--- src/rtl/aes_enc_core_if.sv ---
// Block and round-key handshake between the AES encrypt core and its neighbours.
// master: front end / key schedule / output formatter side; slave: the core.
interface aes_enc_core_if;
  logic         in_valid;
  logic         in_ready;
  logic [127:0] din;
  logic [3:0]   rk_idx;
  logic [127:0] rk;
  logic         out_valid;
  logic         out_ready;
  logic [127:0] dout;

  modport master (
    output in_valid, din, rk, out_ready,
    input  in_ready, rk_idx, out_valid, dout
  );

  modport slave (
    input  in_valid, din, rk, out_ready,
    output in_ready, rk_idx, out_valid, dout
  );
endinterface

--- src/rtl/aes_enc_core.sv ---
// aes_enc_core: iterative AES-128 encryptor, initial AddRoundKey then one round per clock.
// Defining AES_ENC_ABORT_EN adds an abort input that cancels a block in RUN or DONE.
//   state | meaning
//   IDLE  | waiting for a plaintext block, rk_idx=0
//   RUN   | applying round round_q with the key fetched at rk_idx=round_q
//   DONE  | ciphertext presented on dout until out_ready
module aes_enc_core (
  input logic clk,
  input logic rst_n,
`ifdef AES_ENC_ABORT_EN
  input logic abort,
`endif
  aes_enc_core_if.slave bus
);
  typedef enum logic [1:0] {IDLE, RUN, DONE} fsm_t;

  localparam logic [2047:0] SBOX = {
    128'h637c777bf26b6fc53001672bfed7ab76, 128'hca82c97dfa5947f0add4a2af9ca472c0,
    128'hb7fd9326363ff7cc34a5e5f171d83115, 128'h04c723c31896059a071280e2eb27b275,
    128'h09832c1a1b6e5aa0523bd6b329e32f84, 128'h53d100ed20fcb15b6acbbe394a4c58cf,
    128'hd0efaafb434d338545f9027f503c9fa8, 128'h51a3408f929d38f5bcb6da2110fff3d2,
    128'hcd0c13ec5f974417c4a77e3d645d1973, 128'h60814fdc222a908846eeb814de5e0bdb,
    128'he0323a0a4906245cc2d3ac629195e479, 128'he7c8376d8dd54ea96c56f4ea657aae08,
    128'hba78252e1ca6b4c6e8dd741f4bbd8b8a, 128'h703eb5664803f60e613557b986c11d9e,
    128'he1f8981169d98e949b1e87e9ce5528df, 128'h8ca1890dbfe6426841992d0fb054bb16
  };

  fsm_t         st_q, st_d;
  logic [127:0] state_q, state_d;
  logic [3:0]   round_q, round_d;
  logic         kill;

`ifdef AES_ENC_ABORT_EN
  assign kill = abort;
`else
  assign kill = 1'b0;
`endif

  function automatic logic [7:0] sbox(input logic [7:0] b);
    return SBOX[2047 - 8*b -: 8];
  endfunction

  function automatic logic [7:0] xt(input logic [7:0] b);
    return {b[6:0], 1'b0} ^ (b[7] ? 8'h1b : 8'h00);
  endfunction

  // Byte (r,c) lives at bits [127-8*(r+4c) -: 8]; forward ShiftRows reads column (c+r) mod 4.
  function automatic logic [127:0] enc_round(input logic [127:0] s, input logic last);
    logic [127:0] t;
    logic [127:0] m;
    logic [7:0]   a0, a1, a2, a3;
    for (int c = 0; c < 4; c++)
      for (int r = 0; r < 4; r++)
        t[127-8*(r+4*c) -: 8] = sbox(s[127-8*(r+4*((c+r)%4)) -: 8]);
    for (int c = 0; c < 4; c++) begin
      a0 = t[127-32*c -: 8];
      a1 = t[119-32*c -: 8];
      a2 = t[111-32*c -: 8];
      a3 = t[103-32*c -: 8];
      m[127-32*c -: 32] = {xt(a0) ^ xt(a1) ^ a1 ^ a2 ^ a3,
                           a0 ^ xt(a1) ^ xt(a2) ^ a2 ^ a3,
                           a0 ^ a1 ^ xt(a2) ^ xt(a3) ^ a3,
                           xt(a0) ^ a0 ^ a1 ^ a2 ^ xt(a3)};
    end
    return last ? t : m;
  endfunction

  always_comb begin
    st_d          = st_q;
    state_d       = state_q;
    round_d       = round_q;
    bus.in_ready  = 1'b0;
    bus.out_valid = 1'b0;
    bus.rk_idx    = 4'd0;
    case (st_q)
      IDLE: begin
        bus.in_ready = rst_n;
        if (bus.in_valid && !kill) begin
          state_d = bus.din ^ bus.rk;
          round_d = 4'd1;
          st_d    = RUN;
        end
      end
      RUN: begin
        bus.rk_idx = round_q;
        state_d    = enc_round(state_q, round_q == 4'd10) ^ bus.rk;
        if (round_q == 4'd10) st_d = DONE;
        else                  round_d = round_q + 4'd1;
      end
      DONE: begin
        bus.out_valid = rst_n;
        if (bus.out_ready) st_d = IDLE;
      end
      default: st_d = IDLE;
    endcase
    // abort outranks both round progress and out_ready
    if (kill && st_q != IDLE) begin
      st_d    = IDLE;
      state_d = state_q;
      round_d = 4'd0;
    end
  end

  always_ff @(posedge clk) begin
    if (!rst_n) begin
      st_q    <= IDLE;
      state_q <= '0;
      round_q <= '0;
    end else begin
      st_q    <= st_d;
      state_q <= state_d;
      round_q <= round_d;
    end
  end

  assign bus.dout = state_q;
endmodule

--- src/flat_wrapper.sv ---
// flat-port wrapper written by rule: the top's interface ports become plain ports
module aes_enc_core_flat 
  (clk, rst_n, bus_in_valid, bus_din, bus_rk, bus_out_ready, bus_in_ready, bus_rk_idx, bus_out_valid, bus_dout);
  aes_enc_core_if bus_i ();
  input logic clk;
  input logic rst_n;
  input wire logic [$bits(bus_i.in_valid)-1:0] bus_in_valid;
  input wire logic [$bits(bus_i.din)-1:0] bus_din;
  input wire logic [$bits(bus_i.rk)-1:0] bus_rk;
  input wire logic [$bits(bus_i.out_ready)-1:0] bus_out_ready;
  output wire logic [$bits(bus_i.in_ready)-1:0] bus_in_ready;
  output wire logic [$bits(bus_i.rk_idx)-1:0] bus_rk_idx;
  output wire logic [$bits(bus_i.out_valid)-1:0] bus_out_valid;
  output wire logic [$bits(bus_i.dout)-1:0] bus_dout;
  assign bus_i.in_valid = bus_in_valid;
  assign bus_i.din = bus_din;
  assign bus_i.rk = bus_rk;
  assign bus_i.out_ready = bus_out_ready;
  assign bus_in_ready = bus_i.in_ready;
  assign bus_rk_idx = bus_i.rk_idx;
  assign bus_out_valid = bus_i.out_valid;
  assign bus_dout = bus_i.dout;
  aes_enc_core u_core (.clk(clk), .rst_n(rst_n), .bus(bus_i));
endmodule
--- config.mk ---
export PLATFORM = sky130hd
export DESIGN_NAME = aes_enc_core_flat
export DESIGN_NICKNAME = d
export VERILOG_FILES = /design/src/rtl/aes_enc_core_if.sv /design/src/rtl/aes_enc_core.sv /design/src/flat_wrapper.sv
export SDC_FILE = /design/constraint.sdc
export NUM_CORES = 2
export LEC_CHECK = 0
export BUFFER_PORTS_ARGS = -buffer_cell sky130_fd_sc_hd__buf_2
export CORE_MARGIN = 8
export CORE_UTILIZATION = 29
export DETAILED_ROUTE_END_ITERATION = 10
export PLACE_DENSITY_LB_ADDON = 0.15
export SLEW_MARGIN = 25
export SYNTH_ARGS = -nofsm -noshare
export SYNTH_HDL_FRONTEND = slang
export SYNTH_SLANG_ARGS = --single-unit
--- constraint.sdc ---
create_clock -name clk -period 4 [get_ports clk]
set_input_delay 1.2 -clock clk [delete_from_list [all_inputs] [get_ports clk]]
set_output_delay 1.2 -clock clk [all_outputs]
set_load 0.005 [all_outputs]
* After elaboration in Yosys (flattened, before gate mapping)
Cells that the tools add are included.
Storage, ports and cells: register bits 134, bits of input ports 260, output and inout bits 134, word-level logic and storage cells 159
Cells by class: add/subtract/negate cells 17, equal/unequal tests 7, shifts and indexed selects 16, mux-type cells 29, bitwise gates (word level) 82, reduce and logical (&&, ||, !) cells 5
Operators by type and width (count):
- $shiftx 2055x33->8 const A | 16
- $xor 8x8->8 | 80
- $mux 128 | 2
- $pmux 128 s2 | 1
- $xor 128x128->128 | 2
- $sub 11x11->12 const A | 16
- $mux 5 | 16
- $mux 4 | 3
- $pmux 4 s2 | 1
- $mux 2 | 3
- $ne 2x2->1 const B | 3
- $pmux 2 s3 | 1
- $reduce_and 3->1 | 2
- $add 4x1->4 const B | 1
- $eq 4x4->1 const B | 1
- $eq 2x1->1 const B | 1
- $eq 2x2->1 const B | 1
- $logic_not 2->1 | 1
- $mux 1 | 2
- $ne 2x1->1 const B | 1
- $reduce_and 2->1 | 1
- $reduce_bool 2->1 | 1

* Depth between registers and ports, before layout
depth after elaboration 11, gate-level depth with buffers 18, mapped depth without buffers 15

* Worst setup path after synthesis
Ideal clock, no wire load.
kind register to register, from reg u_core.state_q[73], in the netlist u_core.bus.dout[73], to reg u_core.state_q[24], in the netlist u_core.bus.dout[24], arrival time 4295 ps, data required time 3868 ps, path slack -427 ps, cell stages (with the launch flop) 19, buffers on the path 5, clock period less this slack 4427 ps, cells stage by stage dfxtp_1 > clkbuf_1 > buf_2 > buf_2 > inv_1 > ha_1 > clkbuf_1 > or2_2 > clkbuf_1 > nand2_1 > mux4_2 > o211ai_1 > a21oi_1 > or2_2 > xnor2_1 > xnor3_1 > a221oi_2 > mux2i_1 > a21oi_1
On the way: longest elaborated chain between the ends 7
Ends and longest elaborated chain:
- from (decl) | RTL line aes_enc_core.sv:29 | logic [127:0] state_q, state_d;
- from (signal assigned) | RTL line aes_enc_core.sv:111 | state_q <= state_d;
- $sub 11x11->12 | RTL line aes_enc_core.sv:40 | return SBOX[2047 - 8*b -: 8];
- $shiftx 2055x33->8 | RTL line aes_enc_core.sv:40
- $xor 8x8->8 (2 in a row) | RTL line aes_enc_core.sv:60 | m[127-32*c -: 32] = {xt(a0) ^ xt(a1) ^ a1 ^ a2 ^ a3,
- $mux 128 | RTL line aes_enc_core.sv:65 | return last ? t : m;
- $xor 128x128->128 | RTL line aes_enc_core.sv:86 | state_d = enc_round(state_q, round_q == 4'd10) ^ bus.rk;
- $pmux 128 s2 | RTL line aes_enc_core.sv:75 | case (st_q)
Every way passes these cells. A chain may end at the register's enable or synchronous reset.

* Worst setup path after layout
from reg u_core.state_q[24], in the netlist u_core.bus.dout[24], to reg u_core.state_q[27], in the netlist u_core.bus.dout[27]
On the way: longest elaborated chain between the ends 11
Ends and longest elaborated chain:
- $sub 11x11->12 * | RTL line aes_enc_core.sv:40
- $shiftx 2055x33->8 * | RTL line aes_enc_core.sv:40
- $mux 5 | RTL line aes_enc_core.sv:44 | return {b[6:0], 1'b0} ^ (b[7] ? 8'h1b : 8'h00);
- $xor 8x8->8 | RTL line aes_enc_core.sv:44
- $xor 8x8->8 (4 in a row) | RTL line aes_enc_core.sv:60
- $mux 128 * | RTL line aes_enc_core.sv:65
- $xor 128x128->128 * | RTL line aes_enc_core.sv:86
- $pmux 128 s2 * | RTL line aes_enc_core.sv:75
Every way passes the cells marked *; elsewhere a longest branch is shown, timed or not.

==> summary.txt <==
Job
  • Max-Cap Viols: 0

Clock network
  • H-tree levels: 4
  • CTS tree: yes
  • Reg clk slew, reported paths: about 90 ps
  • Root Driver: clkbuf_16
  • CTS Hold Bufs: 0
  • Total CTS buffers: 17
  • Clk Latency, worst-skew pair: 580 ps
  • Clk sink count: 134
  • CTS Buffer Depth: 2

Timing
  • RSZ-0062 raised after global routing: true
  • Final Hold Viols: 0
  • Worst slew margin: 30.1%
  • Final period utilization: 103%
  • Final Max Tran Viols: 0
  • Tmin final: 4110 ps
  • Layout Skew: 28.4 ps
  • Slack of the critical path: -105 ps
  • Final-report setup violation count: 5
  • FMAX: 0.244 GHz
  • Least-Margin Pin Slew: 1050 ps

Logic synthesis
  • Synth Warn #: 0
  • Ys async rst share: 0%
  • Yosys top cell by area: a21oi_1
  • Post-synth top area share: 5.99%
  • Syn Inst Count: 10400
  • Mapped cell area: 70200 µm²
  • Top cells by count, synth: a21oi_1 (840), o21ai_0 (794), nand2_1 (780), nor2_1 (746), clkbuf_1 (593)
  • FF+latch count, synth: 134
  • Syn nets: 10900
  • Synth area leaders: a21oi_1 (6.0%), o21ai_0 (5.7%), mux4_2 (5.3%)
  • Top-count cell post-synth: a21oi_1
  • Unique cell type count in the Yosys netlist: 138
  • Register area share after synthesis: between 3 and 4%
  • Syn_area_per_cell: roughly 6.8 µm²
  • Post-synth top flop: dfxtp_1
  • EDFF count, synth: 0

Die
  • Starting Density: about 30%
  • CORE AREA: 241000 µm²
  • Count of boundary I/O pins: 394
  • Die Wd: 508 µm
  • Chip Height: 508 µm
  • Core Rows: 180
  • Die footprint: 258000 µm²

Routing
  • Top sig layer: met5
  • Metal3 WL: 47.2 mm
  • Drt pass-1 iters: 6
  • DRT iter0 DRCs: 14000
  • Vias per cell: 6.49
  • Wire length on met1: 207 mm
  • Number of nets still failing antenna checks after routing: 0
  • Avg WL per Cell: approximately 33 µm
  • # DRC: 0
  • Via Count: a little over 100k
  • Wire length on met2: 232 mm
  • Drt total wl: 524 mm

Placed design
  • Place WS: -1020 ps
  • RePlAce Congestion: about 1.0
  • Port-buffer cells: about 390
  • DP HPWL: 408 mm

GRT
  • First-pass GRT wire length: between 700 and 800 mm
  • GR Util All Layers: 37.8%
  • Largest net degree at the start of global routing: 65
  • Vias in the first global route: 96500
  • Grt total ovfl: 0
  • Initial antenna violation count: 82

Finish
  • Area Growth Syn to Fin: 46.4%
  • FF/Latch Area: 2920 µm²
  • Layout Nets: 13000
  • Fillers: between 20000 and 30000
  • Multi-input logic area: ~66000 µm²
  • Ratio of cells with drive above 1 in the final layout: approximately two fifths

Critical path
  • Worst path required time: around 4400 ps
  • Path type of the worst setup path: register to register
  • Crit Path Max Fanout: 5
  • Reg2Reg Launch Point: u_core.bus.dout[24]
  • Crit path launch type: register
  • Register-to-Register Path Depth: 15
  • Critical path origin: u_core.bus.dout[24]
  • Worst Setup End Kind: register
  • Arrival time worst endpoint: around 4500 ps

Outcome
  • Failing checks: setup timing
  • Status: finished, violations left

Min path
  • WHS Path Cells: 1
  • Hold path start: u_core.round_q[0]
  • Hold WC Path Type: register to register
==> cell type report <==
type / count / share of cell area, %
clock inverters: 13 / 0.142
well taps: 3185 / 3.87
diodes: 52 / 0.127
flip-flops and latches: 134 / 2.84
multi-input cells: 8743 / 64.6
clock buffers: 18 / 0.417
inverters: 194 / 0.747
repair buffers: 3371 / 27.2
==> worst max-delay path: stages (launching register included) <==
cell      delay (ps)
dfxtp_4          400
inv_4             50
ha_4             300
buf_6            140
nand2b_4         150
nand2_4           50
buf_6            110
mux4_2           500
mux4_2           530
mux2_4           370
xor2_4           230
xnor3_1          250
xnor3_1          230
a221oi_4         380
xnor2_2          160
a21oi_1           80
==> cells by family (layout without fill, tap and decap cells) <==
group	after synthesis	in the layout	synth area share, %
AO/OA/AOI/OAI	4051	4051	40.2
XOR/XNOR	448	448	7.53
adder cells (fa/ha/maj)	242	242	4.29
buffers and inverters	1486	3596	9.78
flip-flops	134	134	3.82
multiplexers	332	332	7.80
other	0	52	0
AND/OR/NAND/NOR	3670	3670	26.5
==> stage by stage <==
| step | util (%) | cells | hold WS (ps) | setup TNS, ps | area [µm²] |
|---|---|---|---|---|---|
| 2_1_floorplan | - | 10400 | 463 | -16.3 | 70300 |
| 3_3_place_gp | 38.9 | 15400 | 495 | -47930 | 93600 |
| 3_5_place_dp | 38.9 | 15400 | 498 | -40640 | 93600 |
| 4_1_cts | 40.4 | 15500 | 515 | -514 | 97300 |
| 5_1_grt | 42.7 | 15700 | 549 | -1480 | 103000 |
| 6_report | 42.7 | 15700 | 516 | -260 | 103000 |
==> routing by layer <==
layer	up-vias	track usage, %
li1	43800	-
met1	50100	48.6
met2	6624	59.6
met3	1430	6.04
met4	12	22.2
met5	-	0
==> repair_timing <==
action	CTS	global route
hold endpoints to repair	0	0
endpoints found under the setup margin	125	124
setup buffers	50	141
gates cloned	0	11
pin swaps	105	285
resized for setup	568	868
==> cells in the final DEF (no fill, tap or decap), drive strengths merged, types with 109 or more instances in the layout <==
cell type	n
a211oi	254
a21oi	846
a311oi	178
a31oi	219
and2	129
buf	3359
dfxtp	134
ha	235
inv	168
mux2i	118
mux4	166
nand2	781
nand2b	371
nand3	341
nor2	753
nor2b	325
nor3	379
o211ai	226
o21ai	817
o311ai	139
o31ai	109
or2	109
xnor2	239
xor2	121
==> registers in the layout, indices dropped and copies added, names as in the netlist <==
register	count
u_core.bus.dout	128
u_core.round_q	4
u_core.st_q	2
==> worst paths after layout <==
kind | end | slack [ps]
worst max-delay path | u_core.bus.dout[27] | -110
worst min-delay path | u_core.round_q[0] | 520
worst max register to register | u_core.bus.dout[27] | -110
worst min register to register | u_core.round_q[0] | 520
Power is not shown: default switching activity piles up to over one toggle a cycle in this logic, so the estimate is an artifact.
